**config.mk**
```make
export PLATFORM = sky130hd
export DESIGN_NAME = des_link_ctrl
export DESIGN_NICKNAME = d
export VERILOG_FILES = /design/src/rtl/des_link_pkg.sv /design/src/rtl/des_link_ctrl_sym_check.sv /design/src/rtl/des_link_ctrl.sv
export SDC_FILE = /design/constraint.sdc
export NUM_CORES = 1
export LEC_CHECK = 0
export CAP_MARGIN = 20
export CORE_ASPECT_RATIO = 2
export CORE_UTILIZATION = 55
export CTS_BUF_LIST = sky130_fd_sc_hd__clkbuf_4 sky130_fd_sc_hd__clkbuf_8
export DETAILED_ROUTE_END_ITERATION = 8
export GPL_TIMING_DRIVEN = 0
export PLACE_DENSITY_LB_ADDON = 0.08
export SLEW_MARGIN = 20
export SYNTH_ARGS = -nofsm -noshare
export SYNTH_HDL_FRONTEND = slang
export SYNTH_SLANG_ARGS = --single-unit
```
**constraint.sdc**
```tcl
create_clock -name i_Rclk -period 10.2 [get_ports i_Rclk]
set_input_delay 2.55 -clock i_Rclk [delete_from_list [all_inputs] [get_ports i_Rclk]]
set_output_delay 2.55 -clock i_Rclk [all_outputs]
set_load 0.01 [all_outputs]
```
**src/rtl/des_link_pkg.sv**
```systemverilog
// Shared types and constants for the deserializer receive link controller.
package des_link_pkg;

  typedef enum logic [1:0] {
    IDLE   = 2'd0,
    HUNT   = 2'd1,
    ACQ    = 2'd2,
    LOCKED = 2'd3
  } link_state_e;

  localparam logic [9:0] COMMA_P = 10'b0011111010;
  localparam logic [9:0] COMMA_N = 10'b1100000101;

  function automatic logic [2:0] popcount6(input logic [5:0] v);
    logic [2:0] c;
    c = 3'd0;
    for (int i = 0; i < 6; i++) begin
      c = c + {2'b00, v[i]};
    end
    return c;
  endfunction

  function automatic logic [2:0] popcount4(input logic [3:0] v);
    logic [2:0] c;
    c = 3'd0;
    for (int i = 0; i < 4; i++) begin
      c = c + {2'b00, v[i]};
    end
    return c;
  endfunction

endpackage

```
**src/rtl/des_link_ctrl_sym_check.sv**
```systemverilog
// Combinational classifier for one 10-bit code group: K28.5 comma and
// disparity-style code error (ones count of the 6b and 4b sub-blocks).
module des_sym_check
  import des_link_pkg::*;
(
  input  logic [9:0] sym,
  output logic       is_comma,
  output logic       code_err
);

  logic [2:0] hi_ones_s;
  logic [2:0] lo_ones_s;
  logic       hi_ok_s;
  logic       lo_ok_s;

  assign hi_ones_s = popcount6(sym[9:4]);
  assign lo_ones_s = popcount4(sym[3:0]);
  assign hi_ok_s   = (hi_ones_s >= 3'd2) && (hi_ones_s <= 3'd4);
  assign lo_ok_s   = (lo_ones_s >= 3'd1) && (lo_ones_s <= 3'd3);
  assign is_comma  = (sym == COMMA_P) || (sym == COMMA_N);
  assign code_err  = ~(hi_ok_s & lo_ok_s);

endmodule

```
**src/rtl/des_link_ctrl.sv**
```systemverilog
// Receive link controller: FIFO read sequencing, comma hunt/alignment, lock
// tracking. Define DES_LINK_CTRL_STATS_EN to build the comma/error statistics counters.
module des_link_ctrl
  import des_link_pkg::*;
#(
  parameter logic [3:0] ACQ_COMMAS = 4'd3,
  parameter logic [3:0] ERR_MAX    = 4'd4,
  parameter logic [3:0] GOOD_RUN   = 4'd4
) (
  input  logic        i_Rclk,
  input  logic        i_Rrst_n,
  input  logic        i_Enable,
  input  logic        i_Empty,
  input  logic        i_Bit,
  output logic        o_R_en,
  output logic [9:0]  o_Symbol,
  output logic        o_Sym_Valid,
  output logic        o_Is_Comma,
  output logic        o_Code_Err,
  output logic        o_Locked,
  output logic [15:0] o_Comma_Cnt,
  output logic [15:0] o_Err_Cnt
);

  link_state_e state_r, state_nxt_s;
  logic        rd_pend_r;
  logic [9:0]  win_r, win_nxt_s, win_shift_s;
  logic [3:0]  bit_cnt_r, bit_cnt_nxt_s;
  logic [3:0]  acq_cnt_r, acq_cnt_nxt_s;
  logic [3:0]  err_cnt_r, err_cnt_nxt_s;
  logic [3:0]  good_cnt_r, good_cnt_nxt_s;
  logic [9:0]  sym_r, sym_nxt_s;
  logic        sym_vld_r, sym_vld_nxt_s;
  logic        comma_r, comma_nxt_s;
  logic        cerr_r, cerr_nxt_s;
  logic        r_en_s, capture_s, sym_done_s, emit_s;
  logic        chk_comma_s, chk_err_s;
  logic [3:0]  acq_inc_s, err_inc_s, good_inc_s;

  assign r_en_s      = i_Enable & ~i_Empty & (state_r != IDLE);
  // A bit read just before dropping to IDLE is thrown away.
  assign capture_s   = rd_pend_r & i_Enable & (state_r != IDLE);
  assign win_shift_s = {i_Bit, win_r[9:1]};
  assign sym_done_s  = capture_s & (bit_cnt_r == 4'd9);
  assign acq_inc_s   = acq_cnt_r + 4'd1;
  assign err_inc_s   = err_cnt_r + 4'd1;
  assign good_inc_s  = good_cnt_r + 4'd1;

  des_sym_check u_sym_check (
    .sym      (win_shift_s),
    .is_comma (chk_comma_s),
    .code_err (chk_err_s)
  );

  // Next-state, counter and symbol-output logic.
  always_comb begin
    state_nxt_s    = state_r;
    win_nxt_s      = win_r;
    bit_cnt_nxt_s  = bit_cnt_r;
    acq_cnt_nxt_s  = acq_cnt_r;
    err_cnt_nxt_s  = err_cnt_r;
    good_cnt_nxt_s = good_cnt_r;
    sym_nxt_s      = sym_r;
    sym_vld_nxt_s  = 1'b0;
    comma_nxt_s    = 1'b0;
    cerr_nxt_s     = 1'b0;
    emit_s         = 1'b0;
    if (!i_Enable) begin
      state_nxt_s    = IDLE;
      win_nxt_s      = 10'h000;
      bit_cnt_nxt_s  = 4'd0;
      acq_cnt_nxt_s  = 4'd0;
      err_cnt_nxt_s  = 4'd0;
      good_cnt_nxt_s = 4'd0;
      sym_nxt_s      = 10'h000;
    end else begin
      if (capture_s) begin
        win_nxt_s = win_shift_s;
      end else begin
        win_nxt_s = win_r;
      end
      case (state_r)
        IDLE: begin
          state_nxt_s = HUNT;
        end
        HUNT: begin
          if (capture_s && chk_comma_s) begin
            emit_s        = 1'b1;
            bit_cnt_nxt_s = 4'd0;
            acq_cnt_nxt_s = 4'd1;
            if (ACQ_COMMAS == 4'd1) begin
              state_nxt_s    = LOCKED;
              acq_cnt_nxt_s  = 4'd0;
              err_cnt_nxt_s  = 4'd0;
              good_cnt_nxt_s = 4'd0;
            end else begin
              state_nxt_s = ACQ;
            end
          end else begin
            state_nxt_s = HUNT;
          end
        end
        ACQ: begin
          if (sym_done_s) begin
            emit_s        = 1'b1;
            bit_cnt_nxt_s = 4'd0;
            if (chk_err_s) begin
              state_nxt_s   = HUNT;
              acq_cnt_nxt_s = 4'd0;
            end else if (chk_comma_s) begin
              if (acq_inc_s == ACQ_COMMAS) begin
                state_nxt_s    = LOCKED;
                acq_cnt_nxt_s  = 4'd0;
                err_cnt_nxt_s  = 4'd0;
                good_cnt_nxt_s = 4'd0;
              end else begin
                acq_cnt_nxt_s = acq_inc_s;
              end
            end else begin
              acq_cnt_nxt_s = acq_cnt_r;
            end
          end else if (capture_s) begin
            bit_cnt_nxt_s = bit_cnt_r + 4'd1;
          end else begin
            bit_cnt_nxt_s = bit_cnt_r;
          end
        end
        LOCKED: begin
          if (sym_done_s) begin
            emit_s        = 1'b1;
            bit_cnt_nxt_s = 4'd0;
            if (chk_err_s) begin
              good_cnt_nxt_s = 4'd0;
              if (err_inc_s == ERR_MAX) begin
                state_nxt_s   = HUNT;
                err_cnt_nxt_s = 4'd0;
              end else begin
                err_cnt_nxt_s = err_inc_s;
              end
            end else if (good_inc_s == GOOD_RUN) begin
              good_cnt_nxt_s = 4'd0;
              if (err_cnt_r != 4'd0) begin
                err_cnt_nxt_s = err_cnt_r - 4'd1;
              end else begin
                err_cnt_nxt_s = err_cnt_r;
              end
            end else begin
              good_cnt_nxt_s = good_inc_s;
            end
          end else if (capture_s) begin
            bit_cnt_nxt_s = bit_cnt_r + 4'd1;
          end else begin
            bit_cnt_nxt_s = bit_cnt_r;
          end
        end
        default: begin
          state_nxt_s = IDLE;
        end
      endcase
      if (emit_s) begin
        sym_nxt_s     = win_shift_s;
        sym_vld_nxt_s = 1'b1;
        comma_nxt_s   = chk_comma_s;
        cerr_nxt_s    = chk_err_s;
      end else begin
        sym_vld_nxt_s = 1'b0;
      end
    end
  end

  // State, window, counters and registered symbol outputs.
  always_ff @(posedge i_Rclk or negedge i_Rrst_n) begin
    if (!i_Rrst_n) begin
      state_r    <= IDLE;
      rd_pend_r  <= 1'b0;
      win_r      <= 10'h000;
      bit_cnt_r  <= 4'd0;
      acq_cnt_r  <= 4'd0;
      err_cnt_r  <= 4'd0;
      good_cnt_r <= 4'd0;
      sym_r      <= 10'h000;
      sym_vld_r  <= 1'b0;
      comma_r    <= 1'b0;
      cerr_r     <= 1'b0;
    end else begin
      state_r    <= state_nxt_s;
      rd_pend_r  <= r_en_s;
      win_r      <= win_nxt_s;
      bit_cnt_r  <= bit_cnt_nxt_s;
      acq_cnt_r  <= acq_cnt_nxt_s;
      err_cnt_r  <= err_cnt_nxt_s;
      good_cnt_r <= good_cnt_nxt_s;
      sym_r      <= sym_nxt_s;
      sym_vld_r  <= sym_vld_nxt_s;
      comma_r    <= comma_nxt_s;
      cerr_r     <= cerr_nxt_s;
    end
  end

  assign o_R_en      = r_en_s;
  assign o_Symbol    = sym_r;
  assign o_Sym_Valid = sym_vld_r;
  assign o_Is_Comma  = comma_r;
  assign o_Code_Err  = cerr_r;
  assign o_Locked    = (state_r == LOCKED);

`ifdef DES_LINK_CTRL_STATS_EN
  logic [15:0] comma_stat_r;
  logic [15:0] err_stat_r;

  // Saturating statistics, counted on the edge that registers each strobe.
  always_ff @(posedge i_Rclk or negedge i_Rrst_n) begin
    if (!i_Rrst_n) begin
      comma_stat_r <= 16'h0000;
      err_stat_r   <= 16'h0000;
    end else begin
      if (sym_vld_nxt_s && comma_nxt_s && (comma_stat_r != 16'hFFFF)) begin
        comma_stat_r <= comma_stat_r + 16'h0001;
      end
      if (sym_vld_nxt_s && cerr_nxt_s && (err_stat_r != 16'hFFFF)) begin
        err_stat_r <= err_stat_r + 16'h0001;
      end
    end
  end

  assign o_Comma_Cnt = comma_stat_r;
  assign o_Err_Cnt   = err_stat_r;
`else
  assign o_Comma_Cnt = 16'h0000;
  assign o_Err_Cnt   = 16'h0000;
`endif

endmodule

```
==> summary.md <==
| Metric | Value |
|---|---|
| Status | `complete, no violations` |
| Top post-synthesis cells by area | `dfrtp_1 37%, ha_1 9.0%, buf_4 8.7%, o21ai_0 5.8%, nand2_1 5.0%` |
| Number of synthesized flops with an enable pin | `0` |
| FMAX | `137 MHz` |
| Skew final | `0.00320 ns` |
| Worst EP required | `7.65 ns` |
| Fill cells | `405` |
| Multi-input logic area | `between 1000 and 1500 µm²` |
| Residual DRC | `0` |
| CTS buffer count | `5` |
| Critical path class | `primary input to primary output` |
| Layout cells sized above 1 | `16.0%` |
| Hold_sp | `bit_cnt_r[3]` |
| Layout area overhead | `18.8%` |
| Post-synthesis register bit count | `41` |
| Die width | `52.2 µm` |
| H-tree depth | `2` |
| Yosys Warn Count | `0` |
| Mean Syn Cell Area | `9.11 µm²` |
| Iteration-0 DRC Markers | `43` |
| CTS tree | `yes` |
| Mapped Area | `approximately 2800 µm²` |
| Post-Synthesis Cells | `304` |
| Worst r2r src | `win_r[5]` |
| Crit. End Element | `primary output` |
| Clk sink count | `~40` |
| Global Route Usage Sum | `between 20% and 30%` |
| Grt total ovfl | `0` |
| WL per Instance | `~14 µm` |
| Slew Limit Fails | `0` |
| Final setup viols | `0` |
| Antenna-violating nets left | `0` |
| Vias in the first global route | `2078` |
| Most common flop cell mapped by yosys | `dfrtp_1` |
| Post-layout power | `~330 µW` |
| Layout net count | `slightly below 400` |
| Final min period | `about 7.3 ns` |
| Sequential share of the synthesized area | `37.0%` |
| Clk root buf | `clkbuf_8` |
| Synth top cells by count | `41 x dfrtp_1, 37 x nand2_1, 32 x buf_4, 32 x o21ai_0, 23 x inv_1` |
| Initial Utilization | `between 50 and 60%` |
| Vias | `2186` |
| Pre-CTS setup slack | `between 2 and 3 ns` |
| Crit-path max FO | `10` |
| Die Area | `roughly 5300 µm²` |
| Global-route wire length before repair | `~9700 µm` |
| Placer Congestion | `0.878` |
| Number of max-cap violations | `0` |
| Power Density | `101 nW/µm²` |
| Num ports | `52` |
| Register Area | `~1000 µm²` |
| Hold Crit Class | `register to register` |
| Routed WL | `around 5800 µm` |
| Yosys cell types | `53` |
| Worst EP arrival | `4.77 ns` |
| Post-CTS setup buffers | `0` |
| Post-layout util | `between 60% and 70%` |
| Post-synthesis async set-or-reset flop share | `100%` |
| # resized after CTS | `0` |
| Fin Setup TNS | `0 ns` |
| Initial antenna violation count | `0` |
| RSZ-0062 raised after global routing | `no` |
| Reg2reg path depth | `14` |
| Peak supply drop | `0.110 mV` |
| Actual slew at the worst max-slew pin | `0.531 ns` |
| Skew-Pair Late Insertion Delay | `~0.3 ns` |
| Length of the first detailed-routing pass in iterations | `4` |
| Max Buffers Root-to-Sink | `2` |
| Die span in y | `about 100 µm` |
| Cts hold-fix bufs | `0` |
| Worst setup margin | `2.88 ns` |
| CORE AREA | `slightly below 5000 µm²` |
| Reg2reg setup slack | `6.20 ns` |
| Hold Path Depth | `1` |
| Synth area leader | `dfrtp_1` |
| Most numerous cell in the Yosys netlist | `dfrtp_1` |
| Slew margin rel. | `between 60% and 70%` |
| Critical Path Start Type | `primary input` |
| R2R Path End | `state_r[1]` |
| Final Hold Fails | `0` |
| Largest net degree at the start of global routing | `23` |
| Leak | `1.57 nW` |
| ANT cells | `0` |
| Post-route clock period utilization | `between 70 and 80%` |
| Endpoint, Worst Hold | `bit_cnt_r[3]` |
| IO Port Bufs | `19` |
| Hpwl dp | `4590 µm` |
| Synth top area share | `37.0%` |
| Rows | `36` |
| Clk pin slew, worst setup/hold paths | `0.08 ns` |
| Routed vias/inst | `5.20` |
placed cells by master, fill, tap and decap left out, types with 2 or more instances in the layout:
cell type,n
mux2i_1,3
a21boi_0,3
nand3b_1,2
a211oi_1,2
fa_1,4
clkdlybuf4s50_1,18
and3_1,3
ha_1,20
or4_4,2
a21oi_1,5
a32o_1,2
nand4bb_1,2
buf_4,32
nor2_1,13
and3b_1,2
clkbuf_1,6
o31ai_1,7
nand3_1,17
clkbuf_8,6
a31oi_1,3
inv_1,23
conb_1,32
o21ai_1,2
nand2b_1,6
a21o_1,3
nor3_1,2
nor2b_1,2
dfrtp_1,41
o21ai_0,32
nand2_1,37
buf_2,3
o2111ai_1,2
logic make-up (layout without fill, tap and decap cells):
logic type,after synthesis,in the layout,synth area share (%)
DFF,41,41,37.0
AOI/OAI and AO/OA,75,75,18.9
other,1,32,0.135
and+or+nand+nor,95,95,17.4
adders and majority gates,24,24,11.9
buffers and inverters,64,92,13.1
muxes,4,4,1.49
sequential cells by signal, indices dropped and copies added (netlist names):
signal       count
good_cnt_r       4
bit_cnt_r        4
acq_cnt_r        4
o_Code_Err       1
o_Symbol        10
o_Is_Comma       1
err_cnt_r        4
state_r          2
rd_pend_r        1
win_r            9
o_Sym_Valid      1
report_power, final:
| group | switching [mW] | internal [mW] | leakage, nW |
|---|---|---|---|
| logic | 0.0175 | 0.0135 | 0.945 |
| clock network | 0.0588 | 0.0796 | 0.0574 |
| registers | 0.00118 | 0.163 | 0.569 |
critical path, stage by stage:
cell             delay [ns]
clkdlybuf4s50_1        0.57
clkbuf_1               0.40
clkbuf_1               0.38
nor3b_1                0.28
clkdlybuf4s50_1        0.58
how the worst max path moves through the flow:
stage	to	cells past startpoint	from	slack, ns
floorplan	o_R_en	3	i_Enable	4.18
global placement	o_R_en	5	i_Enable	2.86
detailed placement	o_R_en	5	i_Enable	2.88
CTS	o_R_en	5	i_Enable	2.87
global route	o_R_en	5	i_Enable	2.71
finish	o_R_en	5	i_Enable	2.88
metal layers:
layer | up-vias | share of wire [%] | GRT usage (%)
met1 | 1032 | 38 | 26.2
met2 | 42 | 57 | 45.6
li1 | 1100 | - | -
met3 | 12 | 2.5 | 3.42
met4 | 0 | 2.5 | 10.3
met5 | - | 0 | 0
stage by stage:
step	hold WS (ns)	instance area [µm²]	cells
after floorplan	0.437	2890	335
after global routing	0.520	3290	420
after global placement	0.475	3150	411
after detailed placement	0.480	3170	412
final	0.495	3290	420
after CTS	0.499	3290	420
cell type report:
cell class	instances	share of cell area, %
multi-input combinational	230	45.5
sequential	41	31.2
buffer	41	8.40
timing repair buffer	20	6.46
inverter	23	2.62
clock buffer	6	2.51
tap	57	2.17
clock inverter	2	1.14
(Power assumes the default switching activity.)
